==> src/rtl/uart_tx_serializer.sv <==
// -----------------------------------------------------------------------------
// uart_tx_serializer
//
// Transmit-side UART frame serializer. Pops bytes from the read port of the
// transmit FIFO and shifts each one onto the serial line as:
// start bit, 8 data bits LSB first, optional parity bit, then 1 or 2 stop bits.
// Each bit lasts CLKS_PER_BIT clock cycles.
//
// Parameters:
//   CLKS_PER_BIT  clock cycles per serial bit (>= 2)
//   PARITY        0 = none, 1 = even, 2 = odd
//   STOP_BITS     1 or 2
//
// Ports:
//   clock             rising-edge clock
//   reset             synchronous, active-high reset
//   tx_enable         gates the start of new frames; a frame in flight finishes
//   fifo_empty        FIFO empty flag
//   fifo_data         FIFO head entry (combinational read)
//   fifo_read_enable  FIFO pop strobe, one cycle per byte
//   tx                serial line, idle high, driven from a register
//   busy              high while a frame is on the line
//   frame_done        one-cycle pulse on the final cycle of the last stop bit
// -----------------------------------------------------------------------------
module uart_tx_serializer #(
   parameter int CLKS_PER_BIT = 16,
   parameter int PARITY       = 0,
   parameter int STOP_BITS    = 1
) (
   input  logic       clock,
   input  logic       reset,
   input  logic       tx_enable,
   input  logic       fifo_empty,
   input  logic [7:0] fifo_data,
   output logic       fifo_read_enable,
   output logic       tx,
   output logic       busy,
   output logic       frame_done
);

   localparam int                BAUD_W    = $clog2(CLKS_PER_BIT);
   localparam logic [BAUD_W-1:0] BAUD_LAST = BAUD_W'(CLKS_PER_BIT - 1);
   localparam logic [BAUD_W-1:0] BAUD_ONE  = BAUD_W'(1);
   // Value of stop_cnt during the final stop bit.
   localparam logic              STOP_LAST = (STOP_BITS == 2);

   typedef enum logic [2:0] {
      ST_IDLE,
      ST_START,
      ST_DATA,
      ST_PARITY,
      ST_STOP
   } state_t;

   state_t            state_reg,      state_next;
   logic [7:0]        shift_reg,      shift_next;
   logic [2:0]        bit_cnt_reg,    bit_cnt_next;
   logic [BAUD_W-1:0] baud_cnt_reg,   baud_cnt_next;
   logic              stop_cnt_reg,   stop_cnt_next;
   logic              parity_bit_reg, parity_bit_next;
   logic              tx_reg,         tx_next;

   logic baud_wrap;
   logic last_stop;
   logic load;

   // ---------------------------------------------------------------------------
   // Next-state and output logic
   // ---------------------------------------------------------------------------
   always_comb begin
      state_next      = state_reg;
      shift_next      = shift_reg;
      bit_cnt_next    = bit_cnt_reg;
      baud_cnt_next   = baud_cnt_reg;
      stop_cnt_next   = stop_cnt_reg;
      parity_bit_next = parity_bit_reg;
      tx_next         = 1'b1;

      baud_wrap = (baud_cnt_reg == BAUD_LAST);
      last_stop = (state_reg == ST_STOP) && baud_wrap && (stop_cnt_reg == STOP_LAST);

      // A new byte may be taken when idle or on the very last stop cycle, which
      // lets frames run back to back without an idle gap.
      load = ~reset & tx_enable & ~fifo_empty &
             ((state_reg == ST_IDLE) | last_stop);

      // The bit timer only runs while a frame is on the line.
      if (state_reg != ST_IDLE) begin
         baud_cnt_next = baud_wrap ? '0 : (baud_cnt_reg + BAUD_ONE);
      end

      case (state_reg)
         ST_START: begin
            if (baud_wrap) begin
               state_next   = ST_DATA;
               bit_cnt_next = 3'd0;
            end
         end
         ST_DATA: begin
            if (baud_wrap) begin
               shift_next   = {1'b0, shift_reg[7:1]};
               bit_cnt_next = bit_cnt_reg + 3'd1;
               if (bit_cnt_reg == 3'd7) begin
                  stop_cnt_next = 1'b0;
                  state_next    = (PARITY != 0) ? ST_PARITY : ST_STOP;
               end
            end
         end
         ST_PARITY: begin
            if (baud_wrap) begin
               stop_cnt_next = 1'b0;
               state_next    = ST_STOP;
            end
         end
         ST_STOP: begin
            if (baud_wrap) begin
               if (stop_cnt_reg == STOP_LAST) begin
                  state_next = ST_IDLE;
               end else begin
                  stop_cnt_next = 1'b1;
               end
            end
         end
         default: begin
         end
      endcase

      // Loading overrides the normal sequencing (including the STOP -> IDLE
      // transition on the last stop cycle).
      if (load) begin
         shift_next      = fifo_data;
         parity_bit_next = (PARITY == 2) ? ~^fifo_data : ^fifo_data;
         baud_cnt_next   = '0;
         bit_cnt_next    = 3'd0;
         stop_cnt_next   = 1'b0;
         state_next      = ST_START;
      end

      // The line level is computed for the upcoming state so the register
      // output lines up with the state register.
      case (state_next)
         ST_START:  tx_next = 1'b0;
         ST_DATA:   tx_next = shift_next[0];
         ST_PARITY: tx_next = parity_bit_next;
         default:   tx_next = 1'b1;
      endcase
   end

   // ---------------------------------------------------------------------------
   // State registers
   // ---------------------------------------------------------------------------
   always_ff @(posedge clock) begin
      if (reset) begin
         state_reg      <= ST_IDLE;
         shift_reg      <= '0;
         bit_cnt_reg    <= '0;
         baud_cnt_reg   <= '0;
         stop_cnt_reg   <= 1'b0;
         parity_bit_reg <= 1'b0;
         tx_reg         <= 1'b1;
      end else begin
         state_reg      <= state_next;
         shift_reg      <= shift_next;
         bit_cnt_reg    <= bit_cnt_next;
         baud_cnt_reg   <= baud_cnt_next;
         stop_cnt_reg   <= stop_cnt_next;
         parity_bit_reg <= parity_bit_next;
         tx_reg         <= tx_next;
      end
   end

   assign fifo_read_enable = load;
   assign tx               = tx_reg;
   assign busy             = (state_reg != ST_IDLE);
   assign frame_done       = ~reset & last_stop;

endmodule

==> config.mk <==
export PLATFORM = sky130hd
export DESIGN_NAME = uart_tx_serializer
export DESIGN_NICKNAME = d
export VERILOG_FILES = /design/src/rtl/uart_tx_serializer.sv
export SDC_FILE = /design/constraint.sdc
export NUM_CORES = 1
export LEC_CHECK = 0
export CAP_MARGIN = 20
export CORE_MARGIN = 1.5
export CORE_UTILIZATION = 52
export CTS_CLUSTER_SIZE = 24
export DETAILED_ROUTE_END_ITERATION = 8
export PLACE_DENSITY = 0.8
export SYNTH_ARGS = -nofsm -noshare
export SYNTH_HDL_FRONTEND = slang
export SYNTH_SLANG_ARGS = --single-unit
==> constraint.sdc <==
create_clock -name clock -period 2.3 [get_ports clock]
set_input_delay 0.46 -clock clock [delete_from_list [all_inputs] [get_ports clock]]
set_output_delay 0.46 -clock clock [all_outputs]
set_load 0.01 [all_outputs]
After elaboration in Yosys (flattened, before gate mapping)
Cells that the tools add are included.
Widths: inputs -> output; s select.
{"block": "word_totals", "regBits": 21, "latch_bits": 0, "ram_bits": 0, "mem_bits_ro": 0, "out_inout_bits": 4, "word_cells": 68, "mem_count": 0}
{"block": "classes", "n_addsub": 2, "mul": 0, "div_mod_pow": 0, "order_cmp": 0, "n_eq_ne": 14, "n_shift": 0, "mux": 23, "n_bitwise": 8, "n_reduce_logical": 13}
{"cell": "$mux 3", "count": 9}
{"cell": "$mux 8", "count": 3}
{"cell": "$eq 3x2->1 const B", "count": 4}
{"cell": "$pmux 3 s4", "count": 1}
{"cell": "$ne 2x2->1 const B", "count": 5}
{"cell": "$reduce_xor 8->1", "count": 1}
{"cell": "$eq 3x1->1 const B", "count": 2}
{"cell": "$eq 3x3->1 const B", "count": 2}
{"cell": "$mux 1", "count": 6}
{"cell": "$pmux 1 s3", "count": 2}
{"cell": "$pmux 3 s2", "count": 1}
{"cell": "$reduce_bool 2->1", "count": 3}
{"cell": "$reduce_bool 3->1", "count": 2}
{"cell": "$reduce_and 5->1", "count": 1}
{"cell": "$add 4x1->4 const B", "count": 1}
{"cell": "$and 1x1->1", "count": 4}
{"cell": "$eq 4x4->1 const B", "count": 1}
{"cell": "$mux 4", "count": 1}
{"cell": "$add 3x1->3 const B", "count": 1}
{"cell": "$logic_not 3->1", "count": 1}
{"cell": "$not 1->1", "count": 3}
{"cell": "$reduce_and 3->1", "count": 1}
{"cell": "$logic_and 1x1->1", "count": 2}
{"cell": "$reduce_and 2->1", "count": 1}
{"cell": "other kinds (2)", "count": 2}

Logic depth before layout (Yosys ltp)
{"block": "depth", "depth_word": 8, "depth_mapped": 7, "mapped_depth_nobuf": 6}

Worst setup path after synthesis
OpenSTA, ideal clock, no wires.
{"block": "synth_path", "kind": "in2out", "from": "in reset", "to": "out fifo_read_enable", "arrival_time_ns": 1.425, "path_slack_ns": 0.415, "cell_stages": 4, "path_buffers": 1, "path_cell_list": "or3b_1 > a2111o_1 > clkinv_1 > buf_6"}
{"block": "synth_between", "elab_chain_len": 4}
{"element": "start: declaration", "line": "31", "text": "input logic reset,"}
{"element": "$not 1->1", "line": "84", "text": "load = ~reset & tx_enable & ~fifo_empty &"}
{"element": "$and 1x1->1 (3 in series)", "line": "84"}
{"element": "end: declaration", "line": "35", "text": "output logic fifo_read_enable,"}
Every way passes these cells.

Worst setup path after layout
{"block": "layout_path", "from": "in fifo_empty", "to": "out fifo_read_enable"}
{"block": "layout_between", "elab_chain_len": 3}
{"element": "start: declaration", "line": "33", "text": "input logic fifo_empty,"}
{"element": "$not 1->1", "line": "84"}
{"element": "$and 1x1->1 (2 in series)", "line": "84"}
Every way passes these cells.

==> impl_metrics.tcl <==
set metrics [dict create \
    final_max_slew_viol_count 0 \
    cts_max_level 1 \
    ys_seq_elements 20 \
    grt_max_degree 14 \
    gp_congestion 0.782 \
    outcome "finished clean" \
    worstPathCellList "clkdlybuf4s50_1, or3b_4, a2111o_1, inv_2, buf_6" \
    n_antenna_cell 0 \
    path_delay_family "buffers and inverters" \
    fin_cells 183 \
    syn_avg_cell_area_um2 8.01 \
    cts_buffers 3 \
    clock_sink_count 20 \
    io_buffers 15 \
    grt_usage_pct 22.0 \
    worstMarginPinSlew_ns 0.412 \
    drtIter0Drc 20 \
    cp.arrival_ns 1.79 \
    largest_reg_flops 8 \
    drc 0 \
    synth.area.mux_share_pct 0.918 \
    synthAdderAreaFrac_pct 3.44 \
    cts_tree "yes" \
    synthXorXnorAreaFrac_pct 6.43 \
    multi_input_area_um2 647 \
    dieArea_um2 2380 \
    power_density_nw_per_um2 552 \
    core.rowCount 16 \
    seq_area_frac_synth_pct 36.7 \
    dp.cells 179 \
    postRouteAntennaNets 0 \
    coreArea_um2 1960 \
    critPathBufInv 3 \
    vdd_ir_drop_max_mv 0.387 \
    skew_ns 0.00782 \
    grt_pass1_wl_um 4150 \
    clock_path_buffers 2 \
    crit_path_start_kind "primary input" \
    clkTransAtPathRegs_ns 0.11 \
    synth-compound-area-share_pct 24.0 \
    post_dp_cell_area_um2 1300 \
    holdCritPathClass "reg -> reg" \
    fmax_ghz 0.444 \
    synth_edf_count 0 \
    period_needed_ns 2.25 \
    start_util_pct 55.5 \
    finalSetupViolCount 0 \
    criticalPathCategory "in -> out" \
    synth_simple_gate_area_share_pct 23.9 \
    design_area_um2 1370 \
    first_pass_iters 4 \
    cpMaxStageDelayCell "clkdlybuf4s50_1" \
    area_growth_pct 25.6 \
    slew_headroom_pct 72.5 \
    post_cts_buffers 0 \
    clk_latency_ns 0.31 \
    num_vias 1029 \
    cp_max_fo 2 \
    max-cap-violations 0 \
    fillers 181 \
    cts-root-buf "clkbuf_4" \
    yosys.cell_types.count 34 \
    grt_pass1_vias 965 \
    hold_viol_final 0 \
    mostFrequentLayoutCells "21 x nand2_1, 19 x dfxtp_1, 17 x a21oi_1" \
    antenna_found_initial 0 \
    vias_per_cell 5.62 \
    async_reset_ff_share_pct 0 \
    synth_top_family_by_area "compound AO/OA/AOI/OAI gates" \
    wl_um 2310 \
    grt_overflow 0 \
    rsz0062_at_grt "no" \
    dieHeight_um 48.8 \
    dp_hpwl_um 1730 \
    finalCritPeriodShare_pct 97.9 \
    slowest_delay_ns 0.40 \
    worst_hold_slack_ns 0.476 \
    required_ns 1.84 \
    syn_nets 151 \
    endpoint_kind "primary output" \
    fin_nets 172 \
    synthCells 136 \
    route.detailed.wl_per_inst_um 12.6 \
    p_total_mw 0.756 \
    die_width_um 48.8 \
    ios 16 \
    synth_area_um2 1090 \
    yosys_most_used_dff "dfxtp_1" \
    final_common_cell "nand2_1" \
    fin_tns_setup_ns 0 \
    drive_above_1_share_pct 15.4 \
    yosys_warnings 0 \
    seq_area_um2 402 \
    leakagePower_nw 0.527 \
]
synth_stat cells (2+ instances only):
cell	number	share of area [%]
inv_1	2	0.69
and2_1	2	1.1
a21oi_1	17	7.8
a22oi_1	2	1.4
a211oi_2	6	6.9
clkbuf_1	6	2.1
nor2_1	15	5.2
nand3_1	3	1.4
xnor2_1	7	5.6
nand2b_1	2	1.1
nand3b_1	2	1.4
nand2_1	21	7.2
nor3_1	3	1.4
ha_1	3	3.4
dfxtp_1	20	37
o21ai_0	7	3.2
report_power, final:
| group | total (mW) | switching [mW] | internal, mW |
|---|---|---|---|
| clock network | 0.286 | 0.110 | 0.176 |
| registers | 0.366 | 0.00867 | 0.358 |
| logic | 0.103 | 0.0457 | 0.0574 |
| total | 0.756 | 0.165 | 0.591 |
cell families after synthesis:
family	Yosys count
adder cells (fa/ha/maj)	3
buffers and inverters	11
AO/OA/AOI/OAI	38
flip-flops	20
AND/OR/NAND/NOR	55
XOR/XNOR	8
multiplexers	1
stage by stage:
stage,util [%],setup WS (ns)
finish,69.8,0.0483
global route,69.8,0.000281
CTS,68.9,0.0306
detailed placement,66.4,-0.459
global placement,66.4,-0.457
floorplan,-,0.415
per-layer routing:
metal	track usage, %	up-vias	routed length (µm)
met1	25.6	495	1010
met5	0	-	0
met3	4.91	2	65
met4	5.24	0	19
li1	-	514	-
met2	40.6	18	1210
final cells by class:
type | instances | area share, %
Sequential cell | 20 | 29.3
Clock buffer | 3 | 1.65
Clock inverter | 1 | 2.19
Inverter | 3 | 0.823
Multi-Input combinational cell | 105 | 47.3
Tap cell | 27 | 2.47
Timing Repair Buffer | 24 | 16.3
tightest hold or removal path, delay by kind of cell (launching register included):
family	cells	cell delay (ns)
flops	1	0.33
compound gates	1	0.05
simple gates	1	0.05
timing repair:
item                                    CTS  global route
gates resized for setup                   7             5
endpoints found under the setup margin    2             2
pin swaps                                 2             2
hold buffers                              0             0
worst paths after layout:
check                        from               end  slack (ns)  cells after the start
setup / recovery       fifo_empty  fifo_read_enable        0.05                      5
hold / removal       shift_reg[2]      shift_reg[1]        0.48                      2
setup reg to reg  baud_cnt_reg[0]      shift_reg[3]        0.54                      7
hold reg to reg      shift_reg[2]      shift_reg[1]        0.48                      2
Power figures use the tool's default switching activity.
==> variant 1 (same settings) <==
The 5 states of `state_t` get a one-hot encoding in 5 bits.
--- a/src/rtl/uart_tx_serializer.sv
+++ b/src/rtl/uart_tx_serializer.sv
@@ -45,10 +45,10 @@
    localparam logic              STOP_LAST = (STOP_BITS == 2);
 
-   typedef enum logic [2:0] {
-      ST_IDLE,
-      ST_START,
-      ST_DATA,
-      ST_PARITY,
-      ST_STOP
+   typedef enum logic [4:0] {
+      ST_IDLE   = 5'b00001,
+      ST_START  = 5'b00010,
+      ST_DATA   = 5'b00100,
+      ST_PARITY = 5'b01000,
+      ST_STOP   = 5'b10000
    } state_t;
 
Check against the original RTL: no difference found for any inputs over 10 cycles, from zero or initial values and one cycle with reset high; not proved beyond that.
==> variant 1 against the original RTL <==
Total power grew 19%; area after synthesis increased by 15%; setup slack improved by 0.028 ns; cell count increased by 1.1%; non-clock buffer count up 1; die area increased by 14%; clock power rose by 3%; clock skew fell by 0.0018 ns; register-to-register slack lost 0.27 ns; wire length grew 11%; cell area is 11% higher; sequential cell count is 2 higher; critical path depth unchanged; largest power group unchanged.
==> variant 1: results (changes against the original RTL) <==
Least-Margin Pin Slew = 0.397 ns (was 0.412 ns)
Resized Gates After CTS = 5 (was 7)
Clock group share of total power = 0.327 (was 0.379)
Status = complete, no violations (unchanged)
CP max stage cell = or3_4 (was clkdlybuf4s50_1)
Fraction of layout cells with a size suffix above 1 = 0.191 (was 0.154)
Seq pwr share = 0.475 (was 0.485)
Initial DRC Count = 34 (was 20)
Met3 Wirelength = 89 µm (was 65 µm)
Multi-input comb cells = 103 (was 105)
Sequential share of the synthesized area = 0.351 (was 0.367)
Worst VDD drop = 0.469 mV (was 0.387 mV)
First-pass GRT wire length = 4.43 mm (was 4.15 mm)
Worst Skew = 0.00603 ns (was 0.00782 ns)
GR Layer Usage met1 = 0.262 (was 0.256)
Pre-CTS WS = -0.138 ns (was -0.459 ns)
Placed Area = 1450 µm² (was 1300 µm²)
Fraction of area in registers = 0.292 (was 0.293)
Reg2reg end = bit_cnt_reg[0] (was shift_reg[3])
Largest net degree at the start of global routing = 20 (was 14)
GP Congestion = 0.839 (was 0.782)
Met1 WL = 1.14 mm (was 1.01 mm)
Routing usage on met3 = 0.0259 (was 0.0491)
Overall Global Routing Usage = 0.219 (was 0.220)
Seq cells post-synth = 22 (was 20)
Number of fill cells = 200 (was 181)
Clk tree area frac = 0.0347 (was 0.0384)
Final non-clock buffer share = 0.147 (was 0.163)
Arrival @ worst endpoint = 1.76 ns (was 1.79 ns)
R2r setup slk = 0.27 ns (was 0.54 ns)
Int Pwr = 0.673 mW (was 0.591 mW)
Synth-to-Final Area Change = 20.5% (was 25.6%)
Multi-input combinational area share = 0.495 (was 0.473)
Vias = 1073 (was 1029)
CP Launch Point = state_reg[3] (was fifo_empty)
Net Count, Synth = 154 (was 151)
Area of all placed cells without fillers = 1510 µm² (was 1370 µm²)
Tmin final = 2.22 ns (was 2.25 ns)
Post-synth cell types = 44 (was 34)
Worst hold endpoint = shift_reg[7] (was shift_reg[1])
HPWL after DPL = 1.89 mm (was 1.73 mm)
[variant 1: changes by cell type in the layout (fill, tap and decap cells not counted), sizes merged, moves of 4 or more]
| cell | unedited run | this run |
|---|---|---|
| mux2i | 1 | 8 |
| a21oi | 17 | 8 |
| nand2 | 21 | 8 |
| nor2 | 15 | 19 |
[variant 1: cells by family (layout without fill, tap and decap cells)]
logic type	count (synthesis)	count (layout)	share of synthesized area
xor+xnor	9	9	0.0628
compound gates	36	36	0.228
fa+ha+maj	3	3	0.0299
flops	22	22	0.351
simple gates	47	47	0.202
mux	8	8	0.0638
buf+inv	14	32	0.0618
[variant 1: through the flow]
step	hold slack (ns)	TNS, ns	cells	total power [mW]
finish	0.500	0	185	0.902
detailed placement	0.478	-0.233	181	0.610
floorplan	0.453	0	139	0.545
global route	0.519	-0.0140	185	0.945
CTS	0.498	0	185	0.907
global placement	0.474	-0.209	181	0.599
==> variant 2 (config.mk and constraints unchanged) <==
Without the edit above. The parameter `CLKS_PER_BIT` goes from 16 to 32.
--- a/src/rtl/uart_tx_serializer.sv
+++ b/src/rtl/uart_tx_serializer.sv
@@ -24,5 +24,5 @@
 // -----------------------------------------------------------------------------
 module uart_tx_serializer #(
-   parameter int CLKS_PER_BIT = 16,
+   parameter int CLKS_PER_BIT = 32,
    parameter int PARITY       = 0,
    parameter int STOP_BITS    = 1
Function: same outputs for any inputs over 10 cycles, from zero or initial values and one cycle with reset high; that may be too few to reach the edited logic, so the function may still have changed.
==> variant 2 against the original RTL <==
Critical path depth up 1; sequential cell count up 1; utilization down 6.7 points; global-route usage down 0.63 points; cell area up 1.0%; clock skew down 0.0057 ns; sequential power up 4%; setup slack better by 0.028 ns; wire length up 3.1%; area after synthesis up 9.2%; total power down 12%; critical endpoint is now frame_done; highest routed layer unchanged.
==> variant 2: results (changes against the original RTL) <==
GP Congestion = 0.812 (was 0.782)
CP Launch Point = baud_cnt_reg[0] (was fifo_empty)
Placed Area = 1350 µm² (was 1300 µm²)
Fin cells = 178 (was 183)
Reg2reg start = baud_cnt_reg[1] (was baud_cnt_reg[0])
Proportion of synthesized area in mux cells = 0.0179 (was 0.00918)
Reg2reg end = tx (was shift_reg[3])
Status = complete, no violations (unchanged)
Synth Area in Compound Gates = 0.219 (was 0.240)
Synth top area cells = dfxtp_1, a211oi_2, a21oi_1, nor2_1, ha_1 (was dfxtp_1, a21oi_1, nand2_1, a211oi_2, xnor2_1)
Vias = 1013 (was 1029)
Fraction of layout cells with a size suffix above 1 = 0.187 (was 0.154)
Asr flop ratio synth = 0 (unchanged)
Top cells by count, synth = dfxtp_1, nor2_1, a21oi_1 (was nand2_1, dfxtp_1, a21oi_1)
Worst reg2reg path depth = 8 (was 7)
Overall Global Routing Usage = 0.214 (was 0.220)
Sequential share of the synthesized area = 0.353 (was 0.367)
Adder-cell share of the synthesized area = 0.0526 (was 0.0344)
Vias in the first global route = 969 (was 965)
Xor/xnor share of the synthesized area = 0.0515 (was 0.0643)
HPWL after DPL = 1.75 mm (was 1.73 mm)
First-pass GRT wire length = 4.15 mm (about the same)
Post-Syn Instances = 134 (was 136)
Inserted Clock Buffers = 3 (unchanged)
Worst hold endpoint = bit_cnt_reg[2] (was shift_reg[1])
Mean routed wirelength per cell = 13.4 µm (was 12.6 µm)
Initial DRC Count = 21 (was 20)
Largest net degree at the start of global routing = 15 (was 14)
Cell count after placement = 174 (was 179)
CP max stage cell = dfxtp_2 (was clkdlybuf4s50_1)
Hold Slack = 0.482 ns (was 0.476 ns)
Post-synth cell types = 35 (was 34)
LEAKAGE = 0.482 nW (was 0.527 nW)
Worst VDD drop = 0.366 mV (was 0.387 mV)
Worst Skew = 0.00210 ns (was 0.00782 ns)
CP Max Fanout = 9 (was 2)
Slowest stage delay, CP = 0.34 ns (was 0.40 ns)
## variant 2: cell count changes in the layout (fill, tap and decap cells not counted), moves of 3 or more
cell | unedited run | this run
a22oi_1 | 2 | 7
buf_4 | 9 | 6
inv_1 | 2 | 5
nand2_1 | 21 | 4
## variant 2: tightest hold or removal path: cells and delay by family (launching register included)
family | cells | cell delay [ns]
flip-flops | 1 | 0.33
AND/OR/NAND/NOR | 1 | 0.06
AO/OA/AOI/OAI | 1 | 0.05
## variant 2: layout make-up
cell class	instances	area, µm²
clock buffers	4	26.3
flip-flops and latches	21	423
well taps	28	35.0
inverters	5	18.8
multi-input cells	99	691
repair buffers	21	189
fillers	189	808
## variant 2: what timing repair did
item / CTS / global route
setup endpoints to repair: 2 / 3
gates cloned: 0 / 0
resized for setup: 6 / 4
## variant 2: cells by family after synthesis
family,Yosys count
adders and majority gates,5
and+or+nand+nor,48
xor gates and xnor gates,7
AOI/OAI and AO/OA,37
muxes,2
buffers and inverters,14
DFF,21
## variant 2: power by group
| part | switching (mW) | internal [mW] |
|---|---|---|
| Combinational | 0.0472 | 0.0557 |
| Clock | 0.113 | 0.0677 |
| Sequential | 0.00832 | 0.374 |
| Total | 0.169 | 0.498 |
## variant 2: per-layer routing
metal | track usage | vias to the layer above | wire, µm
met5 | 0 | - | 0
met4 | 0.0856 | 0 | 39
met3 | 0.0351 | 5 | 58
met2 | 0.375 | 20 | 1200
met1 | 0.260 | 480 | 1080
li1 | - | 508 | -
## variant 2: worst max-delay path by stage
stage | endpoint | slack (ns) | cells past startpoint
6_report | frame_done | 0.08 | 6
3_5_place_dp | fifo_read_enable | -0.02 | 4
2_1_floorplan | shift_reg[1] | 0.18 | 11
3_3_place_gp | fifo_read_enable | 0.01 | 4
4_1_cts | frame_done | 0.01 | 6
5_1_grt | frame_done | 0.004 | 6
